<file path="config.mk">
export PLATFORM = sky130hd
export DESIGN_NAME = sha256_round_ctrl
export DESIGN_NICKNAME = d
export VERILOG_FILES = /design/src/rtl/sha256_round_ctrl.sv
export SDC_FILE = /design/constraint.sdc
export NUM_CORES = 2
export LEC_CHECK = 0
export CAP_MARGIN = 20
export CORE_MARGIN = 2
export CORE_UTILIZATION = 30
export DETAILED_ROUTE_END_ITERATION = 8
export GPL_ROUTABILITY_DRIVEN = 0
export PLACE_DENSITY = 0.56
export SLEW_MARGIN = 30
export SYNTH_ARGS = -nofsm -noshare
export SYNTH_HDL_FRONTEND = slang
export SYNTH_SLANG_ARGS = --single-unit
</file>
<file path="constraint.sdc">
create_clock -name CLK -period 16.55 [get_ports CLK]
set_clock_uncertainty 0.2 [all_clocks]
set_input_delay 1.655 -clock CLK [delete_from_list [all_inputs] [get_ports CLK]]
set_output_delay 1.655 -clock CLK [all_outputs]
set_load 0.03 [all_outputs]
</file>
<file path="src/rtl/sha256_round_ctrl.sv">
// SHA-256 round controller: sequences one 512-bit block through an external
// compressor. It owns the message schedule (16-word sliding window), the
// round-constant ROM, the round index, and the eight digest registers.
module sha256_round_ctrl #(
  parameter int ROUNDS = 64
) (
  input  logic        CLK,
  input  logic        RESET,
  input  logic        START,
  input  logic        FIRST,
  input  logic        W_VALID,
  output logic        W_READY,
  input  logic [31:0] W_DATA,
  output logic        LOAD,
  output logic        ROUND_EN,
  output logic [5:0]  I,
  output logic [31:0] K,
  output logic [31:0] W_OUT,
  input  logic [31:0] A_IN,
  input  logic [31:0] B_IN,
  input  logic [31:0] C_IN,
  input  logic [31:0] D_IN,
  input  logic [31:0] E_IN,
  input  logic [31:0] F_IN,
  input  logic [31:0] G_IN,
  input  logic [31:0] H_IN,
  output logic [31:0] H_OUT0,
  output logic [31:0] H_OUT1,
  output logic [31:0] H_OUT2,
  output logic [31:0] H_OUT3,
  output logic [31:0] H_OUT4,
  output logic [31:0] H_OUT5,
  output logic [31:0] H_OUT6,
  output logic [31:0] H_OUT7,
  output logic        BUSY,
  output logic        DONE
);

  typedef enum logic [2:0] {ST_IDLE, ST_LOAD, ST_ROUND, ST_ADD, ST_FIN} state_t;

  localparam logic [5:0] LAST_I = 6'(ROUNDS - 1);

  localparam logic [31:0] IV [8] = '{
    32'h6a09e667, 32'hbb67ae85, 32'h3c6ef372, 32'ha54ff53a,
    32'h510e527f, 32'h9b05688c, 32'h1f83d9ab, 32'h5be0cd19
  };

  localparam logic [31:0] K_ROM [64] = '{
    32'h428a2f98, 32'h71374491, 32'hb5c0fbcf, 32'he9b5dba5, 32'h3956c25b, 32'h59f111f1, 32'h923f82a4, 32'hab1c5ed5,
    32'hd807aa98, 32'h12835b01, 32'h243185be, 32'h550c7dc3, 32'h72be5d74, 32'h80deb1fe, 32'h9bdc06a7, 32'hc19bf174,
    32'he49b69c1, 32'hefbe4786, 32'h0fc19dc6, 32'h240ca1cc, 32'h2de92c6f, 32'h4a7484aa, 32'h5cb0a9dc, 32'h76f988da,
    32'h983e5152, 32'ha831c66d, 32'hb00327c8, 32'hbf597fc7, 32'hc6e00bf3, 32'hd5a79147, 32'h06ca6351, 32'h14292967,
    32'h27b70a85, 32'h2e1b2138, 32'h4d2c6dfc, 32'h53380d13, 32'h650a7354, 32'h766a0abb, 32'h81c2c92e, 32'h92722c85,
    32'ha2bfe8a1, 32'ha81a664b, 32'hc24b8b70, 32'hc76c51a3, 32'hd192e819, 32'hd6990624, 32'hf40e3585, 32'h106aa070,
    32'h19a4c116, 32'h1e376c08, 32'h2748774c, 32'h34b0bcb5, 32'h391c0cb3, 32'h4ed8aa4a, 32'h5b9cca4f, 32'h682e6ff3,
    32'h748f82ee, 32'h78a5636f, 32'h84c87814, 32'h8cc70208, 32'h90befffa, 32'ha4506ceb, 32'hbef9a3f7, 32'hc67178f2
  };

  // Small sigma functions of the message schedule.
  function automatic logic [31:0] ssig0(input logic [31:0] x);
    return {x[6:0], x[31:7]} ^ {x[17:0], x[31:18]} ^ (x >> 3);
  endfunction

  function automatic logic [31:0] ssig1(input logic [31:0] x);
    return {x[16:0], x[31:17]} ^ {x[18:0], x[31:19]} ^ (x >> 10);
  endfunction

  state_t      state_q, state_d;
  logic [5:0]  i_q;
  logic [31:0] win_q [16];   // win_q[15] holds W[I-1], win_q[0] holds W[I-16]
  logic [31:0] h_q   [8];
  logic [31:0] w_exp;
  logic [31:0] w_cur;
  logic        in_msg;
  logic        round_fire;

  assign in_msg = (i_q < 6'd16);
  assign w_exp  = ssig1(win_q[14]) + win_q[9] + ssig0(win_q[1]) + win_q[0];

  assign I      = i_q;
  assign K      = K_ROM[i_q];
  assign W_OUT  = w_cur;
  assign H_OUT0 = h_q[0];
  assign H_OUT1 = h_q[1];
  assign H_OUT2 = h_q[2];
  assign H_OUT3 = h_q[3];
  assign H_OUT4 = h_q[4];
  assign H_OUT5 = h_q[5];
  assign H_OUT6 = h_q[6];
  assign H_OUT7 = h_q[7];

  // Next-state and strobe decode; the word path selects input stream vs expansion.
  always_comb begin
    // NOTE: every output gets a default first so no path can leave a latch behind.
    state_d    = state_q;
    LOAD       = 1'b0;
    round_fire = 1'b0;
    W_READY    = 1'b0;
    DONE       = 1'b0;
    BUSY       = (state_q != ST_IDLE);
    w_cur      = in_msg ? W_DATA : w_exp;
    unique case (state_q)
      ST_IDLE: if (START) state_d = ST_LOAD;
      ST_LOAD: begin
        LOAD    = 1'b1;
        state_d = ST_ROUND;
      end
      ST_ROUND: begin
        W_READY    = in_msg;
        round_fire = in_msg ? W_VALID : 1'b1;
        if (round_fire && (i_q == LAST_I)) state_d = ST_ADD;
      end
      ST_ADD:  state_d = ST_FIN;
      ST_FIN: begin
        DONE    = 1'b1;
        state_d = ST_IDLE;
      end
      default: state_d = ST_IDLE;
    endcase
  end

  assign ROUND_EN = round_fire;

  // State register.
  always_ff @(posedge CLK) begin
    // NOTE: sequential state uses non-blocking assignments so every register samples pre-edge values.
    if (RESET) state_q <= ST_IDLE;
    else       state_q <= state_d;
  end

  // Round index: cleared on load and after the last round, advances once per executed round.
  always_ff @(posedge CLK) begin
    if (RESET) begin
      i_q <= '0;
    end else if (state_q == ST_LOAD) begin
      i_q <= '0;
    end else if (round_fire) begin
      i_q <= (i_q == LAST_I) ? 6'd0 : i_q + 6'd1;
    end
  end

  // Message schedule window: shifts in the word consumed by each executed round.
  always_ff @(posedge CLK) begin
    // NOTE: the window is cleared on reset so no word of an aborted block survives into the next one.
    if (RESET) begin
      for (int n = 0; n < 16; n++) win_q[n] <= '0;
    end else if (round_fire) begin
      for (int n = 0; n < 15; n++) win_q[n] <= win_q[n+1];
      win_q[15] <= w_cur;
    end
  end

  // Digest registers: IV load on a first-block start, feed-forward add after the last round.
  always_ff @(posedge CLK) begin
    if (RESET) begin
      for (int n = 0; n < 8; n++) h_q[n] <= IV[n];
    end else if (state_q == ST_IDLE && START && FIRST) begin
      for (int n = 0; n < 8; n++) h_q[n] <= IV[n];
    end else if (state_q == ST_ADD) begin
      h_q[0] <= h_q[0] + A_IN;
      h_q[1] <= h_q[1] + B_IN;
      h_q[2] <= h_q[2] + C_IN;
      h_q[3] <= h_q[3] + D_IN;
      h_q[4] <= h_q[4] + E_IN;
      h_q[5] <= h_q[5] + F_IN;
      h_q[6] <= h_q[6] + G_IN;
      h_q[7] <= h_q[7] + H_IN;
    end
  end

endmodule

</file>
# Word level (Yosys, flattened, before mapping)
# Memories as Yosys holds them, arrays and structs flattened.
# Cells that the tools add are included.
[totals]
reg_bits = 9
ramBits = 768
romBits = 2048
input_bits = 293
out_inout_bits = 331
wordCells = 126
memories = 3
[mem_list]
columns = ["memory", "depth", "width", "rd", "rd_ports_with_merged_regs", "write_ports", "line", "rtl"]
rows = [
  ["(no name shown)", 64, 32, 1, 0, 0, "81", "assign K = K_ROM[i_q];"],
  ["win_q", 16, 32, 16, 0, 16, "70", "logic [31:0] win_q [16];"],
  ["h_q", 8, 32, 8, 0, 8, "71", "logic [31:0] h_q [8];"],
]
[op_classes]
add_sub_neg = 12
magnitude_cmp = 2
n_eq_ne = 7
mux = 56
bitwise = 37
reduce_logical = 7
[op_table]
columns = ["operator", "count"]
rows = [
  ["32-bit two-way mux", 35],
  ["32-bit adder", 11],
  ["32-bit XOR", 2],
  ["1-bit bitwise OR", 32],
  ["32-bit by 22-bit XOR with 32-bit output", 1],
  ["32-bit by 29-bit XOR with 32-bit output", 1],
  ["1-bit two-way mux", 17],
  ["3-bit one-hot mux with 4 select lines", 1],
  ["7-bit >= comparator, second input constant", 1],
  ["6-bit inverter with 7-bit output", 1],
  ["6-bit by 1-bit adder with 6-bit output, second input constant", 1],
  ["3-bit by 2-bit == test with 1-bit output, second input constant", 2],
  ["6-bit == test, second input constant", 1],
  ["6-bit by 5-bit less-than comparator with 1-bit output, second input constant", 1],
  ["3-bit two-way mux", 2],
  ["6-bit two-way mux", 1],
  ["2-bit inequality test, second input constant", 2],
  ["3-bit by 1-bit == test with 1-bit output, second input constant", 1],
  ["3-bit == test, second input constant", 1],
  ["1-bit logical AND", 3],
  ["3-bit zero test", 1],
  ["3-bit nonzero test", 1],
  ["2-bit AND reduction", 1],
  ["2-bit OR reduction", 1],
]

# Logic depth before layout (Yosys ltp)
[depth]
ltp_word = 8
mapped_depth = 19
depth_no_buf = 19

# Worst setup path before layout
# OpenSTA, ideal clock, no wires.
[synth_timing]
path_kind = "in2reg"
start = "in RESET"
end = "mem win_q[0][0], enable pin"
setup_time_ps = 970
arrival_ps = 14618
slack_ps = 762
cell_stages = 4
path_cell_list = "clkbuf_1 > clkbuf_1 > clkbuf_1 > nand2b_1"
[synth_rtl]
columns = ["element", "line", "rtl"]
rows = [
  ["start: declaration", "8", "input logic RESET,"],
  ["end: declaration", "70", ""],
]

==> impl_metrics.prom <==
# TYPE chip_impl_metric gauge
chip_impl_info{name="run_status",value="complete, no violations"} 1
chip_impl_info{name="yosys-top-cells-count",value="edfxtp_1, and2_1, nand2_1"} 1
chip_impl_metric{name="seqCellArea",unit="sq mm"} 0.0229
chip_impl_metric{name="cts.reportedPaths.clkPinSlew",unit="ns"} 0.06
chip_impl_metric{name="antenna_found_initial",unit=""} 33
chip_impl_metric{name="insertion_delay",unit="ns"} 0.70
chip_impl_metric{name="met3_usage",unit=""} 0.0399
chip_impl_metric{name="die-height",unit="um"} 401
chip_impl_metric{name="floorplan.core_area",unit="sq mm"} 0.156
chip_impl_metric{name="layout_worst_path_cycle_share",unit=""} 0.492
chip_impl_metric{name="num_rows",unit=""} 145
chip_impl_metric{name="maxSlewHeadroom",unit=""} 0.327
chip_impl_metric{name="report.final.slew_viol_count",unit=""} 0
chip_impl_info{name="synth_area_leaders",value="edfxtp_1, ha_1, and2_1, xnor2_1, a21oi_1"} 1
chip_impl_metric{name="yosysUniqueCellTypes",unit=""} 80
chip_impl_metric{name="areaGrowthSynthToFinish",unit="%"} 24.5
chip_impl_metric{name="nFillCells",unit=""} 15500
chip_impl_info{name="timing.critical_path.from_type",value="register"} 1
chip_impl_metric{name="grt_pass1_wl",unit="mm"} 233
chip_impl_info{name="rsz_0062_raised_after_global_routing",value="false"} 1
chip_impl_info{name="post-synth-top-area-cell",value="edfxtp_1"} 1
chip_impl_metric{name="post-cts-setup-buffer-count",unit=""} 0
chip_impl_metric{name="drcViolationCount",unit=""} 0
chip_impl_metric{name="drt_iter0_drc",unit=""} 3613
chip_impl_metric{name="first_global_vias",unit=""} 35000
chip_impl_info{name="worst_setup_path_end_kind",value="output port"} 1
chip_impl_metric{name="groute.layer.met2.usage",unit=""} 0.296
chip_impl_metric{name="synth_edf_count",unit=""} 736
chip_impl_metric{name="async_reset_ff_frac",unit=""} 0
chip_impl_metric{name="grt-ovfl-total",unit=""} 0
chip_impl_metric{name="post-synth-top-area-fraction",unit=""} 0.467
chip_impl_metric{name="mappedNetlistArea",unit="sq mm"} 0.0473
chip_impl_metric{name="post_cts_resized",unit=""} 0
chip_impl_metric{name="ff2ff_path_depth",unit=""} 19
chip_impl_metric{name="arrival",unit="ns"} 6.28
chip_impl_metric{name="drt_pass1_iterations",unit=""} 6
chip_impl_metric{name="initial_utilization",unit=""} 0.303
chip_impl_metric{name="routedWlPerCell",unit="um"} 22.1
chip_impl_metric{name="timing.critical_path.depth",unit=""} 19
chip_impl_metric{name="nets",unit=""} 5720
chip_impl_info{name="holdCritPathClass",value="register to register"} 1
chip_impl_metric{name="synth_fp_nets",unit=""} 5152
chip_impl_metric{name="maximum_number_of_pins_on_one_net_before_global_route_repair",unit=""} 259
chip_impl_metric{name="fmaxAchievable",unit="MHz"} 123
chip_impl_metric{name="synth_sequential_area_ratio",unit=""} 0.484
chip_impl_metric{name="slowest_delay",unit="ns"} 0.76
chip_impl_metric{name="tns",unit="ns"} 0
chip_impl_metric{name="critPathRequiredTime",unit="ns"} 14.69
chip_impl_metric{name="gr-usage-all-layers",unit=""} 0.192
chip_impl_info{name="crit_path_top_delay_cell",value="clkdlybuf4s50_1"} 1
chip_impl_info{name="grt.busiest_layer",value="met2"} 1
chip_impl_metric{name="yosysWarnings",unit=""} 0
chip_impl_metric{name="period_minus_slack",unit="ns"} 8.14
chip_impl_metric{name="numClockSinks",unit=""} 777
chip_impl_metric{name="drt.antenna.violating_nets",unit=""} 0
chip_impl_info{name="cp_cell_sequence",value="xnor2_1 -> xnor2_1 -> fa_1 -> inv_1 -> fa_1 -> inv_1 -> ha_1 -> inv_1 -> fa_1 -> nor2b_1 -> o21ai_1 -> a21oi_1 -> o311ai_1 -> nand3_1 -> nand4_1 -> a311o_1 -> xor2_1 -> o21ai_0 -> clkdlybuf4s50_1"} 1
chip_impl_metric{name="io_pins",unit=""} 624
chip_impl_metric{name="worstPathBufferInverterCount",unit=""} 4
chip_impl_metric{name="finalSetupViolations",unit=""} 0
chip_impl_metric{name="synthCells",unit=""} 4493
chip_impl_metric{name="dr_total_vias",unit=""} 36600
chip_impl_metric{name="fp.dieW",unit="um"} 401
chip_impl_info{name="synth_ff_type",value="edfxtp_1"} 1
chip_impl_metric{name="p_per_area",unit="mW/mm^2"} 103
chip_impl_metric{name="final_hold_viol_count",unit=""} 0
chip_impl_metric{name="cts-buffers-inserted",unit=""} 93
chip_impl_metric{name="final_core_util",unit=""} 0.377
chip_impl_metric{name="htree_num_levels",unit=""} 3
chip_impl_metric{name="total_leakage_power",unit="nW"} 22.3
chip_impl_info{name="ctsRootBufferMaster",value="clkbuf_16"} 1
chip_impl_metric{name="clock_path_buffers",unit=""} 3
chip_impl_metric{name="multi_input_comb_area",unit="sq mm"} 0.0228
chip_impl_info{name="cp_top_family",value="adder cells"} 1
chip_impl_metric{name="finalWirelength",unit="mm"} 160
chip_impl_metric{name="post_synth.cell_area_avg",unit="sq um"} 10.5
chip_impl_metric{name="tightest_pin_transition",unit="ns"} 0.996
chip_impl_metric{name="synth.ff_latch_count",unit=""} 777
chip_impl_metric{name="share_of_layout_cells_above_drive_strength_1",unit=""} 0.0422
chip_impl_metric{name="place.detailed.hpwl",unit="mm"} 120
chip_impl_metric{name="max-cap-violations",unit=""} 0
chip_impl_info{name="criticalPathCategory",value="register to output port"} 1
chip_impl_metric{name="hold_buffers",unit=""} 0
chip_impl_metric{name="crit_fanout",unit=""} 4
chip_impl_metric{name="design.die.area",unit="sq mm"} 0.161
chip_impl_metric{name="hold_path_depth",unit=""} 1
chip_impl_info{name="cts_tree",value="done"} 1
chip_impl_metric{name="gr-usage-met1",unit=""} 0.262
chip_impl_info{name="most_numerous_cell_in_the_yosys_netlist",value="edfxtp_1"} 1
chip_impl_metric{name="vdd.ir_drop.worst",unit="mV"} 0.0760
chip_impl_metric{name="buffer_ports.inserted",unit=""} 623
chip_impl_metric{name="via_per_inst",unit=""} 5.06
==> registers in the layout (all words and copies together) (netlist names) <==
register  cells
state_q       3
h_q         256
I             6
win_q       512
==> kinds of logic after synthesis <==
group	share of synthesized area
AOI/OAI and AO/OA	0.144
xor gates and xnor gates	0.0624
and+or+nand+nor	0.163
adders and majority gates	0.108
buffers and inverters	0.0336
muxes	0.00529
DFF	0.484
==> stage by stage <==
stage	power (mW)	worst slack (ns)	area, sq um	cells	hold WS (ns)
after floorplan	3.49	0.762	47300	4493	0.283
after global placement	4.06	9.18	55800	7022	0.268
after detailed placement	4.06	9.17	55800	7022	0.277
after CTS	6.12	8.36	58800	7193	0.286
after global routing	6.36	8.08	58900	7213	0.307
final	6.09	8.41	58900	7225	0.285
==> power by group <==
part	switching [mW]	internal, mW	leakage [nW]	total [mW]
registers	0.0566	2.27	7.59	2.33
clock network	0.878	1.16	1.44	2.03
logic	1.07	0.652	13.3	1.73
total	2.01	4.08	22.3	6.09
==> layout by cell type (no fill, tap or decap), types with 37 or more instances in the layout <==
| cell type | count |
|---|---|
| dfxtp_1 | 37 |
| nor2_1 | 276 |
| a31oi_1 | 50 |
| ha_1 | 296 |
| o21ai_0 | 215 |
| fa_1 | 70 |
| and2_1 | 342 |
| nand2_1 | 339 |
| nor2b_1 | 226 |
| edfxtp_1 | 736 |
| a21o_1 | 156 |
| inv_1 | 236 |
| xor2_1 | 103 |
| clkdlybuf4s50_1 | 622 |
| xnor2_1 | 234 |
| clkbuf_16 | 93 |
| nand3_1 | 65 |
| nor3_1 | 73 |
| a21oi_1 | 335 |
| nand2b_1 | 38 |
==> layer usage <==
layer / up-vias / wire length, um
met5: - / 27
met4: 4 / 5610
met3: 256 / 11600
met2: 1448 / 71500
met1: 17600 / 71000
li1: 17300 / -
==> worst paths after layout <==
path | start | endpoint | slack [ns]
setup / recovery | win_q[0][40]$_SDFFCE_PN0P_ | W_OUT[29] | 8.41
hold / removal | h_q[0][31]$_SDFFE_PP0P_ | h_q[0][31]$_SDFFE_PP0P_ | 0.29
setup reg to reg | win_q[0][40]$_SDFFCE_PN0P_ | win_q[1][253]$_SDFFCE_PP0P_ | 10.97
hold reg to reg | h_q[0][31]$_SDFFE_PP0P_ | h_q[0][31]$_SDFFE_PP0P_ | 0.29
==> layout make-up <==
cell class              count  area share
multi-input cells        3293       0.388
clock buffers             123      0.0426
inverters                 243      0.0156
clock inverters            48     0.00839
diodes                     30     0.00127
flip-flops and latches    777       0.389
well taps                2058      0.0437
repair buffers            653       0.111
(Power assumes the default switching activity.)
